**src/rtl/alu_arbiter.sv**
```systemverilog
// rtl/alu_arbiter.sv - round-robin scheduler sharing one registered-input 16-bit ALU among NREQ requesters
module alu_arbiter #(
   parameter int NREQ = 4,
   parameter int IDW  = 2
) (
   input  logic                clk,
   input  logic                rst_n,
   input  logic [NREQ-1:0]     req_valid,
   output logic [NREQ-1:0]     req_ready,
   input  logic [4*NREQ-1:0]   req_op,
   input  logic [16*NREQ-1:0]  req_a,
   input  logic [16*NREQ-1:0]  req_b,
   output logic [3:0]          alu_op,
   output logic [15:0]         alu_a,
   output logic [15:0]         alu_b,
   input  logic [15:0]         alu_result,
   input  logic                alu_v,
   input  logic                alu_n,
   output logic                rsp_valid,
   input  logic                rsp_ready,
   output logic [15:0]         rsp_result,
   output logic                rsp_v,
   output logic                rsp_n,
   output logic [IDW-1:0]      rsp_id,
   output logic [NREQ-1:0]     ovf_sticky,
   input  logic [NREQ-1:0]     ovf_clr,
   output logic                busy
);

   typedef enum logic [1:0] {IDLE, EXEC, RESP} state_t;

   state_t          state;
   logic [IDW-1:0]  rr_ptr;
   logic [IDW-1:0]  cur_id;
   logic [IDW-1:0]  winner;
   logic            found;
   logic [3:0]      win_op;
   logic [15:0]     win_a;
   logic [15:0]     win_b;
   logic [NREQ-1:0] ovf_set;
   int              j;

   // First valid requester at or after rr_ptr, wrapping; rr_ptr is always < NREQ.
   always_comb begin
      found  = 1'b0;
      winner = '0;
      win_op = '0;
      win_a  = '0;
      win_b  = '0;
      j      = 0;
      for (int k = 0; k < NREQ; k++) begin
         j = int'(rr_ptr) + k;
         if (j >= NREQ) j = j - NREQ;
         if (!found && req_valid[j]) begin
            found  = 1'b1;
            winner = IDW'(j);
            win_op = req_op[j*4 +: 4];
            win_a  = req_a[j*16 +: 16];
            win_b  = req_b[j*16 +: 16];
         end
      end
   end

   always_comb begin
      req_ready = '0;
      if (state == IDLE && found) req_ready[winner] = 1'b1;
   end

   always_comb begin
      ovf_set = '0;
      if (state == EXEC) ovf_set[cur_id] = alu_v;
   end

   assign busy = (state != IDLE);

   always_ff @(posedge clk) begin
      if (!rst_n) begin
         state      <= IDLE;
         rr_ptr     <= '0;
         cur_id     <= '0;
         alu_op     <= '0;
         alu_a      <= '0;
         alu_b      <= '0;
         rsp_valid  <= 1'b0;
         rsp_result <= '0;
         rsp_v      <= 1'b0;
         rsp_n      <= 1'b0;
         rsp_id     <= '0;
         ovf_sticky <= '0;
      end else begin
         // Set beats clear when both hit the same bit.
         ovf_sticky <= (ovf_sticky & ~ovf_clr) | ovf_set;
         case (state)
            IDLE: begin
               if (found) begin
                  alu_op <= win_op;
                  alu_a  <= win_a;
                  alu_b  <= win_b;
                  cur_id <= winner;
                  rr_ptr <= (winner == IDW'(NREQ - 1)) ? '0 : winner + 1'b1;
                  state  <= EXEC;
               end
            end
            EXEC: begin
               rsp_result <= alu_result;
               rsp_v      <= alu_v;
               rsp_n      <= alu_n;
               rsp_id     <= cur_id;
               rsp_valid  <= 1'b1;
               state      <= RESP;
            end
            RESP: begin
               if (rsp_ready) begin
                  rsp_valid <= 1'b0;
                  state     <= IDLE;
               end
            end
            default: state <= IDLE;
         endcase
      end
   end

endmodule

```
**config.mk**
```make
export PLATFORM = sky130hd
export DESIGN_NAME = alu_arbiter
export DESIGN_NICKNAME = d
export VERILOG_FILES = /design/src/rtl/alu_arbiter.sv
export SDC_FILE = /design/constraint.sdc
export NUM_CORES = 1
export LEC_CHECK = 0
export ABC_AREA = 1
export CAP_MARGIN = 10
export CORE_ASPECT_RATIO = 0.5
export CORE_MARGIN = 2
export CORE_UTILIZATION = 44
export DETAILED_ROUTE_END_ITERATION = 6
export PLACE_DENSITY = 0.79
export SYNTH_ARGS = -nofsm -noshare
export SYNTH_HDL_FRONTEND = slang
export SYNTH_SLANG_ARGS = --single-unit
```
**constraint.sdc**
```tcl
create_clock -name clk -period 3.04 [get_ports clk]
set_input_delay 0.608 -clock clk [delete_from_list [all_inputs] [get_ports clk]]
set_output_delay 0.608 -clock clk [all_outputs]
set_load 0.005 [all_outputs]
```
==> results.md, run 1 <==
* Run status: finished, final reports clean
* Router iterations before antenna repair at 6
* Crit path time final at slightly below 3 ns
* Slowest stage cell, crit path: dfxtp_4
* Max-slew headroom at the worst pin at 45.2%
* Synth-to-layout area growth at 35.7%
* CTS root buf: clkbuf_16
* Antenna cells at 0
* Avg WL per Cell at ~14 µm
* Register share of total power at between 10 and 15%
* Gpl congestion at about 0.86
* Initial Utilization at roughly 46%
* Clock Skew at 0.00967 ns
* Final #Nets at 1776
* DP Wirelength at about 17 mm
* Max Freq at approximately 0.34 GHz
* Final Hold Fails at 0
* Area leader, netlist: dfxtp_1
* Die W at around 190 µm
* Worst-Margin Slew at 0.822 ns
* Number of DRC markers in iteration 0 at 710
* Register bit total from synthesis at 67
* Seq/Total Area, Yosys at 17.6%
* Syn_nets at 1595
* Setup Crit Path Kind: reg -> out
* Max H-tree Level at 3
* Logic pwr share at 75.5%
* Synth warnings at 0
* DRC viols at 0
* Post-synth top area share at between 10% and 20%
* Final setup vio count at 0
* Design Area, Final at just over 10000 µm²
* Fin crit share at between 90% and 100%
* Gate Count Post-Synth at ~1400
* Post-synthesis cell area at 7620 µm²
* CTS sink count at 67
* Placed Instance Area at 9910 µm²
* Pint at 4770 µW
* HP Class: reg -> reg
* CTS tree: built
* Leakage at between 0.004 and 0.005 µW
* CP Cell Sequence: inv_6 > ha_4 > buf_4 > nand3_2 > nand2_2 > nor3_2 > nand3_1 > nand2_2 > inv_2 > ha_1 > inv_1 > nor2_1 > dlygate4sd2_1
* DR vias/cell at slightly above 5
* Vias in the first global route at 8404
* Type of origin of the critical path: flop
* Ports at between 200 and 250
* GRT Total Usage at a little over a quarter
* Sw Pwr at 5310 µW
* Total Wirelength at 24.9 mm
* Layout cell share with drive strength beyond 1 at 7.69%
* Die Area at about 18000 µm²
* Clk pwr share at 11.1%
* Initial antenna violation count at 0
* Num rows at 33
* First-pass GRT wire length at a little over 40 mm
* Worst-path clk slew at roughly 0.07 ns
* Max-Cap Viols at 0
* Number of buffers created by CTS at 9
* IO buf count at 238
* Clk Latency, worst-skew pair at around 0.34 ns
* GRT overflow at 0
* Slowest stage delay, CP at between 0.3 and 0.4 ns
* Die Span Y at ~97 µm
* Vias at roughly 9200
* Worst Path Max Fanout at 6
* Antenna viol nets, final at 0
* Longest Clk Path Bufs at 2
* Core area at roughly 17000 µm²
* Endpoint class of the critical path: output port
* Largest net degree at the start of global routing at 102
* Most numerous cell on the critical path: nand2_2
* Worst Path Required at roughly 2.4 ns
* Worst Hold Margin at 0.466 ns
* Commonest non-fill, non-tap cell in the layout: nand2_1
* CTS Hold Bufs at 0
* Switching Share at 52.7%
* Pins Over Slew Limit at 0
* Max VDD drop at 782 µV
* R2r setup slk at 0.43 ns
* CP Data Arrival Time at roughly 2.3 ns
* Largest cells by area after synthesis: dfxtp_1 (18%), nand2_1 (17%), nor2_1 (14%)
* Commonest non-fill, non-tap cells in the layout: nand2_1 (351), nor2_1 (278), clkdlybuf4s50_1 (229), o21ai_0 (189), inv_1 (170)
* PD cells at 975 nW/µm²
* Distinct cells, synth at 37
* Synthesized area per cell at ~5.4 µm²
[kinds of logic (layout without fill, tap and decap cells)]
group	after synthesis	count (layout)	share of synthesized area, %
multiplexers	7	7	0.919
adder cells (fa/ha/maj)	9	9	1.48
AO/OA/AOI/OAI	338	338	25.1
AND/OR/NAND/NOR	711	711	38.3
buffers and inverters	281	467	16.6
flip-flops	67	67	17.6
[synth_stat cells]
master and n:
nand2_1 355, nor2_1 279, o21ai_0 190, inv_1 175, dfxtp_1 67, nand3_1 50, clkbuf_1 42, o22ai_1 36
o21ai_1 33, a21oi_2 26, o211ai_1 24, a21oi_1 23, buf_2 22, buf_6 21, buf_1 12, ha_1 9
mux2i_1 7, buf_4 6, nand2_2 4, nand2_4 4, nand3b_1 4, nand3_2 3, a211oi_1 2, a22oi_1 2
inv_4 2, nand3_4 2, nand4_4 2, nor2_2 2, a21boi_0 1, a32oi_1 1, inv_2 1, nand2_8 1
nand4_1 1, nor2_4 1, nor2_8 1, nor3_1 1, or2_2 1
[path summary, 6_finish.rpt]
| path | from | end | depth (start not counted) |
|---|---|---|---|
| setup / recovery | rr_ptr[1] | req_ready[3] | 13 |
| hold / removal | rsp_id[0] | rsp_id[0] | 2 |
| setup reg to reg | rr_ptr[0] | alu_a[12] | 9 |
| hold reg to reg | rsp_id[0] | rsp_id[0] | 2 |
[registers in the layout, indices dropped and copies added (netlist names)]
signal	count
alu_a	16
rsp_v	1
cur_id	2
rsp_id	2
rsp_n	1
ovf_sticky	4
state	2
rr_ptr	2
rsp_result	16
alu_op	4
alu_b	16
rsp_valid	1
[timing repair]
action,in CTS,in global routing
buffers inserted,8,1
setup endpoints to repair,4,14
pin swaps,6,4
endpoints found under the hold margin,0,0
resized for setup,20,15
[critical path: cells and delay by family, from the launching register on]
kind / cells / cell delay, ns
adders and majority gates: 2 / 0.43
buffers and inverters: 5 / 0.54
DFF: 1 / 0.38
and+or+nand+nor: 6 / 0.61
[cell type report]
class	instances	area [µm²]
Clock inverter	7	83.8
Sequential cell	67	1350
Clock buffer	9	225
Fill cell	1559	6300
Inverter	178	678
Multi-Input combinational cell	1065	5080
Timing Repair Buffer	273	2640
Tap cell	227	284
[routing by layer]
metal | vias to the layer above | GRT usage (%) | part of all wire, %
li1 | 4826 | - | -
met1 | 4049 | 34.1 | 44
met2 | 337 | 46.6 | 47
met3 | 33 | 3.72 | 7.5
met4 | 0 | 6.14 | 1.4
met5 | - | 0 | 0
[stage by stage]
step | utilization, % | TNS [ns] | instances | power (µW) | setup slack [ns]
6_report | 62.1 | 0 | 1826 | 10100 | 0.126
5_1_grt | 62.1 | -0.0190 | 1826 | 11100 | -0.0190
4_1_cts | 61.9 | 0 | 1825 | 9940 | 0.0748
3_5_place_dp | 59.6 | -1.34 | 1801 | 8660 | -0.339
3_3_place_gp | 59.6 | -1.03 | 1801 | 8480 | -0.276
2_1_floorplan | - | 0 | 1413 | 6890 | 0.0648
[power groups by stage]
stage	registers, µW	logic, µW	clock network [µW]
3_3_place_gp	1380	7100	0
4_1_cts	1360	7450	1130
6_report	1360	7610	1110
5_1_grt	1390	8530	1170
2_1_floorplan	1360	5520	0
3_5_place_dp	1390	7270	0
(Power assumes the default switching activity.)
==> run 2: changes to the inputs <==
Settings changed: CTS_CLUSTER_DIAMETER set to 60, TNS_END_PERCENT set to 30.
==> run 2 against run 1 <==
  * Highest routed layer unchanged
  * Critical path depth is the same
  * Critical endpoint is now req_ready[1]
  * Fmax is 1.7% lower
  * Die area did not move
  * Wire length fell by 0.34%
  * Combinational power hardly changed
  * Critical path type unchanged
  * Largest power group unchanged
  * Clock power hardly changed
==> results.md, run 2 (synthesis results as in run 1) <==
* Run status: finished, final reports clean (unchanged)
* Crit. Startpoint: rr_ptr[0] (was rr_ptr[1])
* Max-slew headroom at the worst pin at 44.4% (was 45.2%)
* Placed Instance Area at 9910 µm² (unchanged)
* Unrepaired setup endpoints after global routing: true
* Synth-to-layout area growth at 35.6% (was 35.7%)
* Die Area at 18500 µm² (unchanged)
* First-pass GRT wire length at 40.4 mm (was 40.5 mm)
* Vias at 9259 (was 9245)
* Final setup vio count at 0 (unchanged)
* DRC viols at 0 (unchanged)
* Router iterations before antenna repair at 5 (was 6)
* Clk Latency, worst-skew pair at 0.34 ns (about the same)
* Largest net degree at the start of global routing at 102 (unchanged)
* Post-route insts no fill at 1827 (was 1826)
* Total Wirelength at 24.8 mm (was 24.9 mm)
* Core area at 16600 µm² (unchanged)
* Max VDD drop at 791 µV (was 782 µV)
* Crit path time final at 2.97 ns (was 2.91 ns)
* Leakage at 0.00474 µW (was 0.00472 µW)
* Setup Crit Path Kind: reg -> out (unchanged)
* CP bufs+invs at 6 (was 5)
* Initial Utilization at 45.8% (unchanged)
* Fill cell count at 1558 (was 1559)
* HP Class: reg -> reg (unchanged)
* DR vias/cell at 5.07 (was 5.06)
* Worst-path clk slew at 0.07 ns (about the same)
* CP Data Arrival Time at 2.36 ns (was 2.31 ns)
* IO buf count at 238 (unchanged)
* Hold path start: rsp_id[0] (unchanged)
* CTS sink count at 67 (unchanged)
* Longest Clk Path Bufs at 2 (unchanged)
* Clock Skew at 0.00831 ns (was 0.00967 ns)
* Max-Cap Viols at 0 (unchanged)
* Worst-Margin Slew at 0.835 ns (was 0.822 ns)
* Final #Nets at 1777 (was 1776)
* Hold Path Depth at 2 (unchanged)
* Commonest non-fill, non-tap cell in the layout: nand2_1 (unchanged)
* Antenna cells at 0 (unchanged)
* Commonest non-fill, non-tap cells in the layout: nand2_1 (352), nor2_1 (279), clkdlybuf4s50_1 (229), o21ai_0 (189), inv_1 (171) (was nand2_1 (351), nor2_1 (278), clkdlybuf4s50_1 (229), o21ai_0 (189), inv_1 (170))
* Ports at 239 (unchanged)
* PD cells at 973 nW/µm² (was 975 nW/µm²)
* CTS tree: built (unchanged)
* Num rows at 33 (unchanged)
* Number of DRC markers in iteration 0 at 735 (was 710)
* Slowest stage delay, CP at 0.37 ns (was 0.38 ns)
* Number of buffers created by CTS at 9 (unchanged)
* Endpoint class of the critical path: output port (unchanged)
* Type of origin of the critical path: flop (unchanged)
* GRT overflow at 0 (unchanged)
* Worst Path Max Fanout at 5 (was 6)
* Placed Cells incl. Taps at 1801 (unchanged)
* Worst Path Required at 2.43 ns (about the same)
* Initial antenna violation count at 0 (unchanged)
* CTS root buf: clkbuf_16 (unchanged)
* Max Freq at 0.337 GHz (was 0.343 GHz)
* Die Span Y at 97.1 µm (unchanged)
* Antenna viol nets, final at 0 (unchanged)
* GRT Total Usage at 26.4% (about the same)
* Layout cell share with drive strength beyond 1 at 7.44% (was 7.69%)
* Avg WL per Cell at 13.6 µm (about the same)
* Pins Over Slew Limit at 0 (unchanged)
* Gpl congestion at 0.856 (unchanged)
* Vias in the first global route at 8379 (was 8404)
* CP top delay family: buffers and inverters (was simple AND/OR/NAND/NOR gates)
* Final Hold Fails at 0 (unchanged)
* Max H-tree Level at 3 (unchanged)
* Levels on crit path at 13 (unchanged)
* Design Area, Final at 10300 µm² (about the same)
* Fin crit share at 97.6% (was 95.9%)
* CP Cell Sequence: inv_4 > ha_4 > buf_4 > nand3_1 > inv_1 > a21boi_1 > nand3_2 > nand2_2 > buf_4 > ha_1 > inv_1 > nor2_1 > dlygate4sd2_1 (was inv_6 > ha_4 > buf_4 > nand3_2 > nand2_2 > nor3_2 > nand3_1 > nand2_2 > inv_2 > ha_1 > inv_1 > nor2_1 > dlygate4sd2_1)
* DP Wirelength at 17.2 mm (unchanged)
* Reg2reg path depth at 13 (was 9)
* Top flop regs: alu_a: 16 flops, alu_b: 16 flops, rsp_result: 16 flops (unchanged)
* Slowest stage cell, crit path: dfxtp_4 (unchanged)
* Die W at 190 µm (unchanged)
* Critical R2R Launch: rr_ptr[0] (unchanged)
-- run 2: timing repair --
item	CTS	global route
buffers inserted	7	3
hold buffers	0	0
gates resized for setup	19	7
setup endpoints to repair	4	14
pin swaps	6	4
-- run 2: stage by stage --
stage | util, % | total power, µW | hold slack, ns | setup TNS [ns] | setup WS, ns
finish | 62.1 | 10100 | 0.466 | 0 | 0.0744
global route | 62.1 | 11100 | 0.495 | -0.0197 | -0.0197
CTS | 61.9 | 9930 | 0.467 | -0.0968 | -0.0968
detailed placement | 59.6 | 8660 | 0.457 | -1.34 | -0.339
global placement | 59.6 | 8480 | 0.456 | -1.03 | -0.276
floorplan | - | 6890 | 0.460 | 0 | 0.0648
-- run 2: final cells by class --
type / instances / area (µm²) / share of cell area [%]
multi-input cells: 1065 / 5060 / 49.0
inverters: 178 / 676 / 6.54
flip-flops and latches: 67 / 1350 / 13.1
well taps: 227 / 284 / 2.75
clock inverters: 7 / 83.8 / 0.811
repair buffers: 274 / 2650 / 25.7
clock buffers: 9 / 225 / 2.18
-- run 2: worst register-to-register path, stage by stage, from the launching register on --
cell and delay (ns):
dfxtp_4 0.37, inv_4 0.04, ha_4 0.26, inv_2 0.12
nand3_1 0.10, nand2_2 0.10, buf_4 0.13, nand4_4 0.10
buf_4 0.17, nand2_4 0.07, buf_4 0.64, inv_1 0.18
o21ai_0 0.18, nor2_1 0.05
-- run 2: final timing paths --
path / endpoint / slack, ns
worst max-delay path: req_ready[1] / 0.07
worst min-delay path: rsp_id[0] / 0.47
worst max register to register: rr_ptr[0] / 0.42
worst min register to register: rsp_id[0] / 0.47
-- run 2: per-layer routing --
| metal | vias to the layer above | global-route usage [%] | share of wire, % |
|---|---|---|---|
| met3 | 28 | 3.68 | 7.3 |
| met5 | - | 0 | 0 |
| met4 | 0 | 6.02 | 1.4 |
| met2 | 344 | 46.5 | 47 |
| met1 | 4058 | 34.1 | 44 |
| li1 | 4829 | - | - |
-- run 2: report_power, final --
part / leakage [µW] / switching (µW) / total (µW) / internal (µW)
clock: 0.000149 / 465 / 1120 / 650
combinational: 0.00404 / 4650 / 7580 / 2930
sequential: 0.000556 / 171 / 1360 / 1180
total: 0.00474 / 5290 / 10100 / 4770
==> run 3: changes to the inputs <==
Settings changed: ABC_AREA 1 to unset, CORE_UTILIZATION 44 to 43.
==> run 3 against run 2 <==
  * The flow now finishes with violations (design-rule violations, negative setup slack)
  * Die area down 5.5%
  * Highest routed layer unchanged
  * Via count down 18%
  * Largest power group unchanged
  * Critical path type unchanged
  * Non-clock buffer count up 7
  * Flip-flop and latch count unchanged
==> results.md, run 3 <==
* Router iterations before antenna repair at 7 (was 5)
* Leakage at 0.00359 µW (was 0.00474 µW)
* Vias in the first global route at 7524 (was 8379)
* Post-synth top area share at 24.4% (was 17.6%)
* Worst Path Max Fanout at 5 (unchanged)
* Xor and xnor fraction of the mapped netlist area at 0% (unchanged)
* Longest Clk Path Bufs at 2 (unchanged)
* Worst-path clk slew at 0.07 ns (about the same)
* Ports at 239 (unchanged)
* Pre-CTS setup slack at -0.745 ns (was -0.339 ns)
* Die W at 185 µm (was 190 µm)
* Slowest stage delay, CP at 0.56 ns (was 0.37 ns)
* Core area at 15700 µm² (was 16600 µm²)
* R2r setup slk at 0.13 ns (was 0.42 ns)
* FFs w/ async S/R, synth at 0% (unchanged)
* Synth-to-layout area growth at 42.5% (was 35.6%)
* Largest cells by area after synthesis: mux4_2 (24%), dfxtp_1 (19%), mux2i_1 (10%) (was dfxtp_1 (18%), nand2_1 (17%), nor2_1 (14%))
* Gate Count Post-Synth at 807 (was 1413)
* Max VDD drop at 594 µV (was 791 µV)
* Distinct cells, synth at 39 (was 37)
* Gpl congestion at 0.854 (was 0.856)
* Largest net degree at the start of global routing at 79 (was 102)
* Post-synthesis simple-gate area fraction at 13.3% (was 38.3%)
* CP bufs+invs at 3 (was 6)
* Multiplexer share of the synthesized area at 35.6% (was 0.919%)
* DRC viols at 3 (was 0)
* Initial antenna violation count at 0 (unchanged)
* Antenna cells at 0 (unchanged)
* Register bit total from synthesis at 67 (unchanged)
* Fill cell count at 1326 (was 1558)
* Commonest non-fill, non-tap cells in the layout: clkdlybuf4s50_1 (229), nand2_1 (180), a21oi_1 (76), mux4_2 (76), mux2i_1 (73) (was nand2_1 (352), nor2_1 (279), clkdlybuf4s50_1 (229), o21ai_0 (189), inv_1 (171))
* Unrepaired setup endpoints after global routing: true (unchanged)
* Max Freq at 0.314 GHz (was 0.337 GHz)
* Clk Latency, worst-skew pair at 0.33 ns (was 0.34 ns)
* Crit path time final at 3.19 ns (was 2.97 ns)
* Final setup vio count at 4 (was 0)
* Worst Path Required at 2.43 ns (about the same)
* Violated checks: design-rule violations, negative setup slack
* Initial Utilization at 44.7% (was 45.8%)
* Final #Nets at 1193 (was 1777)
* Num rows at 32 (was 33)
* Top Metal Used: met4 (unchanged)
* CTS sink count at 67 (unchanged)
* CP Cell Sequence: inv_4 > ha_4 > mux4_2 > buf_6 > or2_1 > o31a_2 > and2_4 > buf_2 (was inv_4 > ha_4 > buf_4 > nand3_1 > inv_1 > a21boi_1 > nand3_2 > nand2_2 > buf_4 > ha_1 > inv_1 > nor2_1 > dlygate4sd2_1)
* Pins Over Slew Limit at 0 (unchanged)
* Top flop regs: alu_a: 16 flops, alu_b: 16 flops, rsp_result: 16 flops (unchanged)
* Worst Hold Margin at 0.461 ns (was 0.466 ns)
* Number of buffers created by CTS at 9 (unchanged)
* Post-synth top flop: dfxtp_1 (unchanged)
* CP Data Arrival Time at 2.58 ns (was 2.36 ns)
* CP top delay family: multiplexers (was buffers and inverters)
* Area occupied by multi-input gates at 5320 µm² (was 5060 µm²)
* DP Wirelength at 16.2 mm (was 17.2 mm)
* GRT Total Usage at 26.7% (was 26.4%)
* Max-slew headroom at the worst pin at 25.7% (was 44.4%)
* Layout cell share with drive strength beyond 1 at 17.4% (was 7.44%)
* Synth Area in Compound Gates at 24.0% (was 25.1%)
* Type of origin of the critical path: flop (unchanged)
* Slowest stage cell, crit path: mux4_2 (was dfxtp_4)
* Total Wirelength at 23.7 mm (was 24.8 mm)
* CTS root buf: clkbuf_16 (unchanged)
* PD cells at 829 nW/µm² (was 973 nW/µm²)
* Fin crit share at 105% (was 97.6%)
* Avg WL per Cell at 19.2 µm (was 13.6 µm)
* Synth warnings at 0 (unchanged)
* Number of DRC markers in iteration 0 at 576 (was 735)
* GRT overflow at 0 (unchanged)
* Adder-Cell Fraction of Synth Area at 1.60% (was 1.48%)
* Run status: finished, violations left (was finished, final reports clean)
* Routed wl met3 at 1.86 mm (was 1.82 mm)
* Area leader, netlist: mux4_2 (was dfxtp_1)
* Setup TNS at -0.562 ns (was 0 ns)
* Setup ws final at -0.147 ns (was 0.0744 ns)
* Die Area at 17400 µm² (was 18500 µm²)
* Setup Crit Path Kind: reg -> out (unchanged)
* Met1 WL at 9.16 mm (was 10.9 mm)
* Endpoint class of the critical path: output port (unchanged)
* Vias at 7611 (was 9259)
* DR vias/cell at 6.15 (was 5.07)
* Seq/Total Area, Yosys at 19.1% (was 17.6%)
* Antenna viol nets, final at 0 (unchanged)
* Worst-Margin Slew at 1.11 ns (was 0.835 ns)
* Clock Skew at 0.0104 ns (was 0.00831 ns)
* Post-layout util at 63.8% (was 62.1%)
* Final Hold Fails at 0 (unchanged)
* Die Span Y at 94.4 µm (was 97.1 µm)
* CTS Hold Bufs at 0 (unchanged)
* Most instantiated library cell after synthesis: nand2_1 (unchanged)
* CTS tree: built (unchanged)
* Commonest cells post-synth: nand2_1 (180), a21oi_1 (76), mux4_2 (76) (was nand2_1 (355), nor2_1 (279), o21ai_0 (190))
* Number of synthesized flops with an enable pin at 0 (unchanged)
* HP Class: reg -> reg (unchanged)
* Power after layout at 8300 µW (was 10100 µW)
* First-pass GRT wire length at 37.1 mm (was 40.4 mm)
* Max H-tree Level at 3 (unchanged)
* Post-synthesis cell area at 7020 µm² (was 7620 µm²)
* FF+latch area at 1350 µm² (about the same)
* Commonest non-fill, non-tap cell in the layout: clkdlybuf4s50_1 (was nand2_1)
* Synthesized area per cell at 8.70 µm² (was 5.39 µm²)
* Syn_nets at 989 (was 1595)
* Max-Cap Viols at 0 (unchanged)
* Met2 routed wirelength at 12.0 mm (was 11.7 mm)
* IO buf count at 238 (unchanged)
* Largest family of logic cells by synthesized area: multiplexers (was simple AND/OR/NAND/NOR gates)
==> run 3: worst register-to-register path, cell delays in order (launching register included) <==
cell and delay [ns]:
dfxtp_4 0.38, inv_4 0.04, ha_4 0.26, mux4_2 0.56
buf_6 0.16, or2_1 0.23, o31a_2 0.34, buf_4 0.37
o21ai_0 0.33, a31oi_1 0.07
==> run 3: cell type report <==
class | count | area share, %
timing repair buffer | 281 | 27.5
clock buffer | 9 | 2.25
sequential | 67 | 13.5
multi-input combinational | 642 | 53.1
tap | 221 | 2.76
clock inverter | 7 | 0.525
inverter | 10 | 0.400
==> run 3: report_power, final <==
group | switching (µW) | total (µW) | internal [µW] | leakage, µW
clock network | 445 | 1000 | 558 | 0.000136
logic | 3020 | 5970 | 2950 | 0.00290
registers | 171 | 1330 | 1150 | 0.000554
==> run 3: per-stage QoR <==
step | instances | instance area, µm²
after global placement | 1214 | 9620
after global routing | 1237 | 10000
after floorplan | 807 | 7110
after CTS | 1236 | 9970
after detailed placement | 1214 | 9620
final | 1237 | 10000
==> run 3: timing repair <==
action	CTS	global route
resized for setup	35	6
setup endpoints to repair	4	41
pin swaps	5	4
setup buffers	6	1
==> run 3: per-layer routing <==
layer | track usage, % | vias to the layer above
met1 | 32.1 | 3638
met3 | 4.05 | 71
met5 | 0 | -
met4 | 10.4 | 0
met2 | 48.7 | 417
li1 | - | 3485
==> run 3: worst paths after layout <==
| check | start | to | depth (start not counted) |
|---|---|---|---|
| worst min register to register | rsp_result[11] | rsp_result[11] | 2 |
| worst max register to register | rr_ptr[0] | alu_a[8] | 9 |
| worst max-delay path | rr_ptr[0] | req_ready[3] | 8 |
| worst min-delay path | rsp_result[11] | rsp_result[11] | 2 |
==> run 3: cell families after synthesis <==
| kind of cell | count (synthesis) |
|---|---|
| compound gates | 257 |
| simple gates | 223 |
| mux | 153 |
| buf+inv | 98 |
| flops | 67 |
| fa+ha+maj | 9 |
